**src/rtl/onchip_mem_arbiter.sv**
```systemverilog
// onchip_mem_arbiter: round-robin sharing of the single-port on-chip RAM
// between two Avalon-MM masters, with read-owner tracking and range trap.
module onchip_mem_arbiter #(
    parameter int DEPTH = 6049,
    parameter int AW    = 13
) (
    input  logic          clk,
    input  logic          reset_n,
    input  logic [AW-1:0] m0_address,
    input  logic [3:0]    m0_byteenable,
    input  logic          m0_read,
    input  logic          m0_write,
    input  logic [31:0]   m0_writedata,
    output logic          m0_waitrequest,
    output logic [31:0]   m0_readdata,
    output logic          m0_readdatavalid,
    input  logic [AW-1:0] m1_address,
    input  logic [3:0]    m1_byteenable,
    input  logic          m1_read,
    input  logic          m1_write,
    input  logic [31:0]   m1_writedata,
    output logic          m1_waitrequest,
    output logic [31:0]   m1_readdata,
    output logic          m1_readdatavalid,
    output logic [AW-1:0] mem_address,
    output logic [3:0]    mem_byteenable,
    output logic [31:0]   mem_writedata,
    output logic          mem_chipselect,
    output logic          mem_write,
    output logic          mem_clken,
    input  logic [31:0]   mem_readdata,
    output logic          err_flag,
    output logic [AW-1:0] err_addr,
    output logic          err_master,
    input  logic          err_clear
);

    localparam logic [AW:0] LIMIT = (AW+1)'(DEPTH);

    logic          req0, req1;
    logic          gnt0, gnt1, gnt;
    logic [AW-1:0] g_addr;
    logic [3:0]    g_be;
    logic [31:0]   g_wdata;
    logic          g_wr;
    logic          in_range;

    logic          last_q, last_d;
    logic          ready_q, ready_d;
    logic [AW-1:0] addr_q, addr_d;
    logic [3:0]    be_q, be_d;
    logic [31:0]   wdata_q, wdata_d;
    logic          rd_pend_q, rd_pend_d;
    logic          rd_owner_q, rd_owner_d;
    logic          rd_oor_q, rd_oor_d;
    logic          err_flag_q, err_flag_d;
    logic [AW-1:0] err_addr_q, err_addr_d;
    logic          err_master_q, err_master_d;

    // Grant: lone requester wins; on contention the master not granted last wins.
    // Nothing is accepted until the first clock after reset release.
    always_comb begin
        req0     = m0_read | m0_write;
        req1     = m1_read | m1_write;
        gnt0     = ready_q & req0 & (~req1 | last_q);
        gnt1     = ready_q & req1 & (~req0 | ~last_q);
        gnt      = gnt0 | gnt1;
        g_addr   = gnt1 ? m1_address    : m0_address;
        g_be     = gnt1 ? m1_byteenable : m0_byteenable;
        g_wdata  = gnt1 ? m1_writedata  : m0_writedata;
        g_wr     = gnt1 ? m1_write      : m0_write;
        in_range = {1'b0, g_addr} < LIMIT;
    end

    // RAM port drive: idle cycles replay the last granted address/lanes/data.
    always_comb begin
        mem_chipselect = gnt & in_range;
        mem_write      = gnt & in_range & g_wr;
        mem_address    = gnt ? g_addr  : addr_q;
        mem_byteenable = gnt ? g_be    : be_q;
        mem_writedata  = gnt ? g_wdata : wdata_q;
        mem_clken      = reset_n;
    end

    // Master-side handshake and read return, steered by the tracked owner.
    always_comb begin
        m0_waitrequest   = reset_n & req0 & ~gnt0;
        m1_waitrequest   = reset_n & req1 & ~gnt1;
        m0_readdatavalid = rd_pend_q & ~rd_owner_q;
        m1_readdatavalid = rd_pend_q & rd_owner_q;
        m0_readdata      = (m0_readdatavalid & ~rd_oor_q) ? mem_readdata : '0;
        m1_readdata      = (m1_readdatavalid & ~rd_oor_q) ? mem_readdata : '0;
        err_flag         = err_flag_q;
        err_addr         = err_addr_q;
        err_master       = err_master_q;
    end

    // Next state: fairness pointer, held port values, read tracking, error capture.
    always_comb begin
        last_d       = last_q;
        ready_d      = 1'b1;
        addr_d       = addr_q;
        be_d         = be_q;
        wdata_d      = wdata_q;
        rd_pend_d    = gnt & ~g_wr;
        rd_owner_d   = gnt1;
        rd_oor_d     = ~in_range;
        err_flag_d   = err_flag_q;
        err_addr_d   = err_addr_q;
        err_master_d = err_master_q;
        if (gnt) begin
            last_d  = gnt1;
            addr_d  = g_addr;
            be_d    = g_be;
            wdata_d = g_wdata;
        end
        if (err_clear) begin
            err_flag_d   = 1'b0;
            err_addr_d   = '0;
            err_master_d = 1'b0;
        end else if (gnt & ~in_range & ~err_flag_q) begin
            err_flag_d   = 1'b1;
            err_addr_d   = g_addr;
            err_master_d = gnt1;
        end
    end

    // State registers; reset drops any in-flight read.
    always_ff @(posedge clk or negedge reset_n) begin
        if (!reset_n) begin
            last_q       <= 1'b1;
            ready_q      <= 1'b0;
            addr_q       <= '0;
            be_q         <= '0;
            wdata_q      <= '0;
            rd_pend_q    <= 1'b0;
            rd_owner_q   <= 1'b0;
            rd_oor_q     <= 1'b0;
            err_flag_q   <= 1'b0;
            err_addr_q   <= '0;
            err_master_q <= 1'b0;
        end else begin
            last_q       <= last_d;
            ready_q      <= ready_d;
            addr_q       <= addr_d;
            be_q         <= be_d;
            wdata_q      <= wdata_d;
            rd_pend_q    <= rd_pend_d;
            rd_owner_q   <= rd_owner_d;
            rd_oor_q     <= rd_oor_d;
            err_flag_q   <= err_flag_d;
            err_addr_q   <= err_addr_d;
            err_master_q <= err_master_d;
        end
    end

endmodule
```
**config.mk**
```make
export PLATFORM = sky130hd
export DESIGN_NAME = onchip_mem_arbiter
export DESIGN_NICKNAME = d
export VERILOG_FILES = /design/src/rtl/onchip_mem_arbiter.sv
export SDC_FILE = /design/constraint.sdc
export NUM_CORES = 1
export LEC_CHECK = 0
export BUFFER_PORTS_ARGS = -buffer_cell sky130_fd_sc_hd__buf_2
export CAP_MARGIN = 20
export CORE_MARGIN = 8
export CORE_UTILIZATION = 42
export DETAILED_ROUTE_END_ITERATION = 10
export PLACE_DENSITY = 0.91
export SLEW_MARGIN = 20
export SYNTH_ARGS = -nofsm -noshare
export SYNTH_HDL_FRONTEND = slang
export SYNTH_SLANG_ARGS = --single-unit
```
**constraint.sdc**
```tcl
create_clock -name clk -period 1.9 [get_ports clk]
set_input_delay 0.095 -clock clk [delete_from_list [all_inputs] [get_ports clk]]
set_output_delay 0.095 -clock clk [all_outputs]
set_load 0.01 [all_outputs]
```
==> metrics.cfg, run 1 <==
[timing]
period_needed_ns=2.06
whs_ns=0.00917
clock.fmax_mhz=486
setup_viol=41
fin_crit_sh_pct=108
relSlewSlack_pct=52.8
layout_setup_ws_ns=-0.157
rsz0062_at_grt=true
finalSetupTns_ns=-0.906
hold_violations=0
worst_slew_pin_slew_ns=0.708
fin_skew_ns=0.00966
timing.final.max_slew_violations=0

[yosys]
synth-seq-area-share_pct=44.9
synth_area_leader_cell=dfrtp_1
ys_ff_latch=69
synth_edf_count=0
synth-main-ff-cell=dfrtp_1
yosysUniqueCellTypes=38
ys_async_sr_fraction_pct=100
yosysWarnings=0
yosys-top-cells-count=dfrtp_1, nand2_1, and2_1, o21ai_0, mux2i_1
avgSynthCellArea_um2=9.49
synth_top_area_share_pct=44.3
synth_most_common_cell=dfrtp_1
synth_area_um2=3840
yosys-top-cells-area=dfrtp_1, mux2i_1, and2_1
syn_nets=542
synth_cells=405

[clocking]
clockBufferDepth=2
cts_sinks=69
worst_skew_pair.late_latency_ns=0.34
cts-htree-levels=3
cts_buffers=9
clk_pin_slew_ns=0.07
tritoncts=built
clockRootBuffer=clkbuf_8

[route]
drtIter0Drc=311
routed_wirelength_mm=15.6
num_vias=4353
avgRoutedWirePerCell_um=18.5
route.detailed.drc=0
dr.pass1.iters=4
ant_nets=0
vias_per_cell=5.15

[floorplanning]
dieArea_um2=12500
fp.dieH_um=112
design.core.area_um2=9060
die_x_um=112
rows=35
ios=272
start_util_pct=42.4

[finish]
stdcell_area_um2=6330
fillers=627
final_nets=864
areaGrowthSynthToFinish_pct=64.7
drive_gt1_share_pct=50.7

[setup_path]
critPathMaxFanout=7
r2r_slack_ns=0.03
r2r-start=last_q
crit_family=flip-flops
crit_arrival_ns=1.96
crit_type=reg -> out
crit_buf_inv=3
end_kind=primary output
worst-r2r-cell-count=5
crit_chain=o211ai_1, buf_6, clkbuf_16, mux2i_1, o21ai_1, buf_2
cp_slowest_stage_delay_ns=0.56
r2r_end=rd_pend_q
slowest_stage=dfstp_2
worst_setup_path_start_kind=flop
required_ns=1.80

[global_route]
grt_max_degree=55
grt_usage_pct=23.8
grt_pass1_vias=4695
grt-ovfl-total=0
grt_first_pass_wirelength_mm=23.8
antenna_found_initial=3

[power]
ir_worst_vdd_mv=0.759
p_leak_nw=3.62
power_mw=6.18
p_per_area_nw_per_um2=976

[worst_hold_path]
hold_path.class=in -> reg
min_from=m1_writedata[2]
min_to=wdata_q[2]
hold_depth=3

[placed_design]
io_buffers=271
gp_congestion=0.864
post-dp-hpwl_mm=11.2
dp_slack_ns=-0.00424
dpl-instance-area_um2=5370

[run_status]
outcome=finished, violations left
violations=negative setup slack

[job]
max_cap_viol_count=0

## worst reg2reg max path: stages (launching register included)
cell and delay (ns):
dfstp_2 0.56, o211ai_1 0.12, buf_6 0.19, buf_16 0.17
o22ai_1 0.20, dlygate4sd3_1 0.58
## cells in the final DEF (no fill, tap or decap), types with 5 or more instances in the layout
cell / n
nor2b_1: 12
o21ai_1: 33
dfrtp_1: 68
mux2_4: 8
buf_4: 32
mux2i_1: 44
mux2i_2: 5
nand2_1: 67
dlygate4sd3_1: 28
buf_12: 5
clkbuf_8: 9
o21ai_2: 17
a21oi_1: 13
and2_1: 65
inv_1: 5
o21ai_0: 5
buf_2: 266
## worst max-delay path by stage
stage,cells past startpoint,from,endpoint
2_1_floorplan,8,last_q,wdata_q[15]
3_3_place_gp,5,last_q,err_addr[5]
3_5_place_dp,7,m0_address[3],err_addr[3]
4_1_cts,7,last_q,mem_byteenable[3]
5_1_grt,6,last_q,mem_byteenable[0]
6_report,6,last_q,mem_byteenable[0]
## cell families after synthesis
logic type	Yosys count	share of synthesized area, %
buffers and inverters	35	4.26
multiplexers	60	16.8
AO/OA/AOI/OAI	79	11.9
AND/OR/NAND/NOR	161	22.0
other	1	0.0975
flip-flops	69	44.9
## repair_timing
item,CTS,global route
pin swaps,8,22
gates cloned,3,2
hold buffers,28,0
endpoints found under the setup margin,54,59
hold endpoints to repair,41,0
buffers inserted,9,13
resized for setup,75,14
## metal layers
metal	GRT usage (%)	vias to the layer above	share of wire, %
met5	0	-	0
met4	10.3	0	3.7
met3	10.6	47	10
met2	44.1	254	52
met1	22.0	2035	35
li1	-	2017	-
## report_power, final
part / total, mW / switching [mW] / internal, mW
clock: 1.45 / 0.582 / 0.873
combinational: 2.69 / 1.39 / 1.30
sequential: 2.04 / 0.158 / 1.88
## state kept, by name (all words and copies together) (netlist names)
signal,count
wdata_q,32
addr_q,13
err_addr,13
be_q,4
err_flag,1
err_master,1
last_q,1
rd_oor_q,1
rd_owner_q,1
rd_pend_q,1
ready_q,1
## cell type report
type	count	area [um^2]	share of cell area (%)
Timing Repair Buffer	340	2140	33.8
Multi-Input combinational cell	301	2060	32.5
Sequential cell	69	1730	27.3
Tap cell	111	139	2.19
Clock buffer	10	128	2.02
Clock inverter	6	111	1.76
Inverter	6	25.0	0.395
Antenna cell	3	7.51	0.119
## per-stage QoR
| stage | utilization [%] | cells |
|---|---|---|
| global placement | 59.2 | 773 |
| detailed placement | 59.2 | 773 |
| floorplan | - | 405 |
| CTS | 67.7 | 829 |
| global route | 69.9 | 846 |
| finish | 69.9 | 846 |
Power figures use the tool's default switching activity.
==> inputs of run 2 (changes only) <==
- ABC_AREA: unset -> 1
- CORE_UTILIZATION: 42 -> 41
- PLACE_DENSITY: 0.91 -> unset
- PLACE_DENSITY_LB_ADDON: unset -> 0.1
==> metrics.cfg, run 2 <==
[finish]
post-route-util_pct=89.1  ; +19 points
fillers=378  ; -40%
final_nets=1004  ; +16%
regArea_um2=1730  ; unchanged
final_cell_mix=buf_2, nor2_1, nand2_1, buf_4, dfrtp_1
areaGrowthSynthToFinish_pct=110
final_common_cell=buf_2
multiInputGateArea_um2=2720  ; +32%
largest_register_ffs=32  ; unchanged
top_register=wdata_q
drive_gt1_share_pct=62.8  ; +12 points

[timing]
layout_setup_ws_ns=-0.575  ; -0.418 ns
period_needed_ns=2.47  ; +0.418 ns
fin_skew_ns=0.0206  ; +0.0110 ns
rsz0062_at_grt=true
timing.final.max_slew_violations=0  ; unchanged
clock.fmax_mhz=404  ; -17%
whs_ns=0.0261  ; +0.0170 ns
hold_violations=0  ; unchanged
setup_viol=73  ; +78%
fin_crit_sh_pct=130  ; +22 points

[floorplanning]
dieArea_um2=12400  ; -0.77%
start_util_pct=42.4  ; about the same
fp.dieH_um=111  ; -0.39%
die_x_um=111  ; -0.39%
design.core.area_um2=8760  ; -3.3%
ios=272  ; unchanged
rows=34  ; -2.9%

[route]
ant_nets=0  ; unchanged
avgRoutedWirePerCell_um=24.6  ; +33%
dr.pass1.iters=5  ; +1
num_vias=5646  ; +30%
vias_per_cell=5.77  ; +12%
highest_layer=met4
dr_wl_met3_mm=2.77  ; +75%
dr_wl_met2_mm=11.5  ; +42%
route.detailed.drc=0  ; unchanged
m1WireLength_mm=8.00  ; +48%
drtIter0Drc=621  ; +100%
routed_wirelength_mm=24.0  ; +54%

[setup_path]
required_ns=1.80  ; about the same
crit_arrival_ns=2.38  ; +0.42 ns
worst-r2r-cell-count=15  ; +10
crit_type=reg -> out
end_kind=primary output
critPathMaxFanout=8  ; +1
worst_setup_path_start_kind=flop

[job]
max_cap_viol_count=0  ; unchanged

[yosys]
yosys-top-cells-count=nand2_1, nor2_1, dfrtp_1, inv_1, a31oi_1
synth_area_um2=3720  ; -3.3%
synth_xor_xnor_area_share_pct=0  ; unchanged
muxShareOfSynthArea_pct=0  ; -17 points
synth_cells=505  ; +25%
synth_area_leader_cell=dfrtp_1
synth_edf_count=0  ; unchanged
synth_top_family_by_area=simple AND/OR/NAND/NOR gates
synth-seq-area-share_pct=46.5  ; +1.5 points
synth_compound_area_share_pct=9.52  ; -2.4 points
avgSynthCellArea_um2=7.37  ; -22%
yosysUniqueCellTypes=30  ; -21%
synthSimpleGateAreaFrac_pct=34.7  ; +13 points
syn_nets=642  ; +18%
synth_most_common_cell=nand2_1
yosysWarnings=0  ; unchanged
yosys-top-cells-area=dfrtp_1, nand2_1, nor2_1
ys_async_sr_fraction_pct=100  ; unchanged
synth_top_area_share_pct=45.7  ; +1.5 points
synthAdderAreaFrac_pct=0  ; unchanged
ys_ff_latch=69  ; unchanged
synth-main-ff-cell=dfrtp_1

[global_route]
grt_max_degree=36  ; -35%
antenna_found_initial=1  ; -2
grt_first_pass_wirelength_mm=27.4  ; +15%
grt-ovfl-total=0  ; unchanged
grt_pass1_vias=5261  ; +12%
grt_usage_pct=27.6  ; +3.8 points

[worst_hold_path]
hold_depth=3  ; unchanged
hold_path.class=in -> reg

[placed_design]
gp_congestion=0.827  ; -4.3%
post-dp-hpwl_mm=11.4  ; +1.7%
io_buffers=271  ; unchanged

[power]
p_leak_nw=4.06  ; +12%
ir_worst_vdd_mv=1.10  ; +45%
p_per_area_nw_per_um2=1120  ; +14%

[clocking]
worst_skew_pair.late_latency_ns=0.37  ; +0.03 ns
tritoncts=built
clk_pin_slew_ns=0.09  ; +0.02 ns
clockRootBuffer=clkbuf_8
cts_buffers=9  ; unchanged
cts_sinks=69  ; unchanged
cts-htree-levels=3  ; unchanged
clockBufferDepth=2  ; unchanged

[run_status]
violations=negative setup slack
outcome=finished, violations left

run 2: cell count changes after synthesis, sizes merged, moves of 45 or more:
cell   delta
o21ai    -45
and2     -65
nand2    +68
mux2i    -49
nor2    +119
inv      +45
run 2: cell type report:
| class | instances | area share, % |
|---|---|---|
| diodes | 1 | 0.0320 |
| clock buffers | 9 | 1.59 |
| clock inverters | 5 | 0.689 |
| inverters | 52 | 2.64 |
| multi-input cells | 355 | 34.8 |
| flip-flops and latches | 69 | 22.1 |
| well taps | 108 | 1.73 |
| repair buffers | 379 | 36.3 |
| repair inverters | 1 | 0.0961 |
run 2: metrics by stage:
step | cell area [um^2] | setup TNS [ns] | std cells | setup WS [ns] | power (mW)
after global routing | 7810 | -24.46 | 979 | -0.625 | 8.95
after CTS | 6750 | -7.00 | 945 | -0.180 | 6.92
final | 7810 | -22.87 | 979 | -0.575 | 8.71
after detailed placement | 5340 | -1.63 | 887 | -0.167 | 4.48
after floorplan | 3720 | 0 | 505 | 0.0691 | 3.36
after global placement | 5340 | -0.273 | 887 | -0.0378 | 4.43
run 2: layer usage:
metal	up-vias	track usage (%)
met5	-	0
met4	0	15.8
met3	169	8.23
li1	2333	-
met1	2610	27.2
met2	534	49.9
run 2: power by group:
group	switching, mW	total [mW]	internal (mW)
Clock	0.641	1.23	0.588
Sequential	0.279	2.20	1.92
Combinational	2.70	5.29	2.59
Total	3.62	8.71	5.09
run 2: logic make-up after synthesis:
group,count (synthesis)
and+or+nand+nor,296
buffers and inverters,83
DFF,69
AOI/OAI and AO/OA,56
other,1
run 2: critical path, stage by stage (launching register included):
cell,delay [ns]
dfrtp_1,0.38
inv_2,0.07
nor2_4,0.22
buf_6,0.15
nand2_4,0.11
nand2_1,0.20
nand2_2,0.13
nand2_4,0.12
nor2_4,0.05
a21oi_4,0.19
nand2_4,0.11
nor3_2,0.12
buf_4,0.16
run 2: path summary, 6_finish.rpt:
kind	start	slack [ns]	end
min in group asynchronous	reset_n	0.13	wdata_q[11]
worst min register to register	err_addr[5]	0.51	err_addr[5]
max in group asynchronous	reset_n	0.96	addr_q[1]
worst max register to register	ready_q	-0.57	err_addr[3]
worst min-delay path	m1_address[3]	0.03	addr_q[3]
worst max-delay path	ready_q	-0.57	mem_write
run 2: repair_timing:
item | in CTS | in global routing
hold buffers | 2 | 0
endpoints found under the hold margin | 36 | 0
resized for setup | 139 | 170
endpoints found under the setup margin | 67 | 70
cloned | 9 | 5
buffers inserted | 33 | 34
pin swaps | 20 | 34
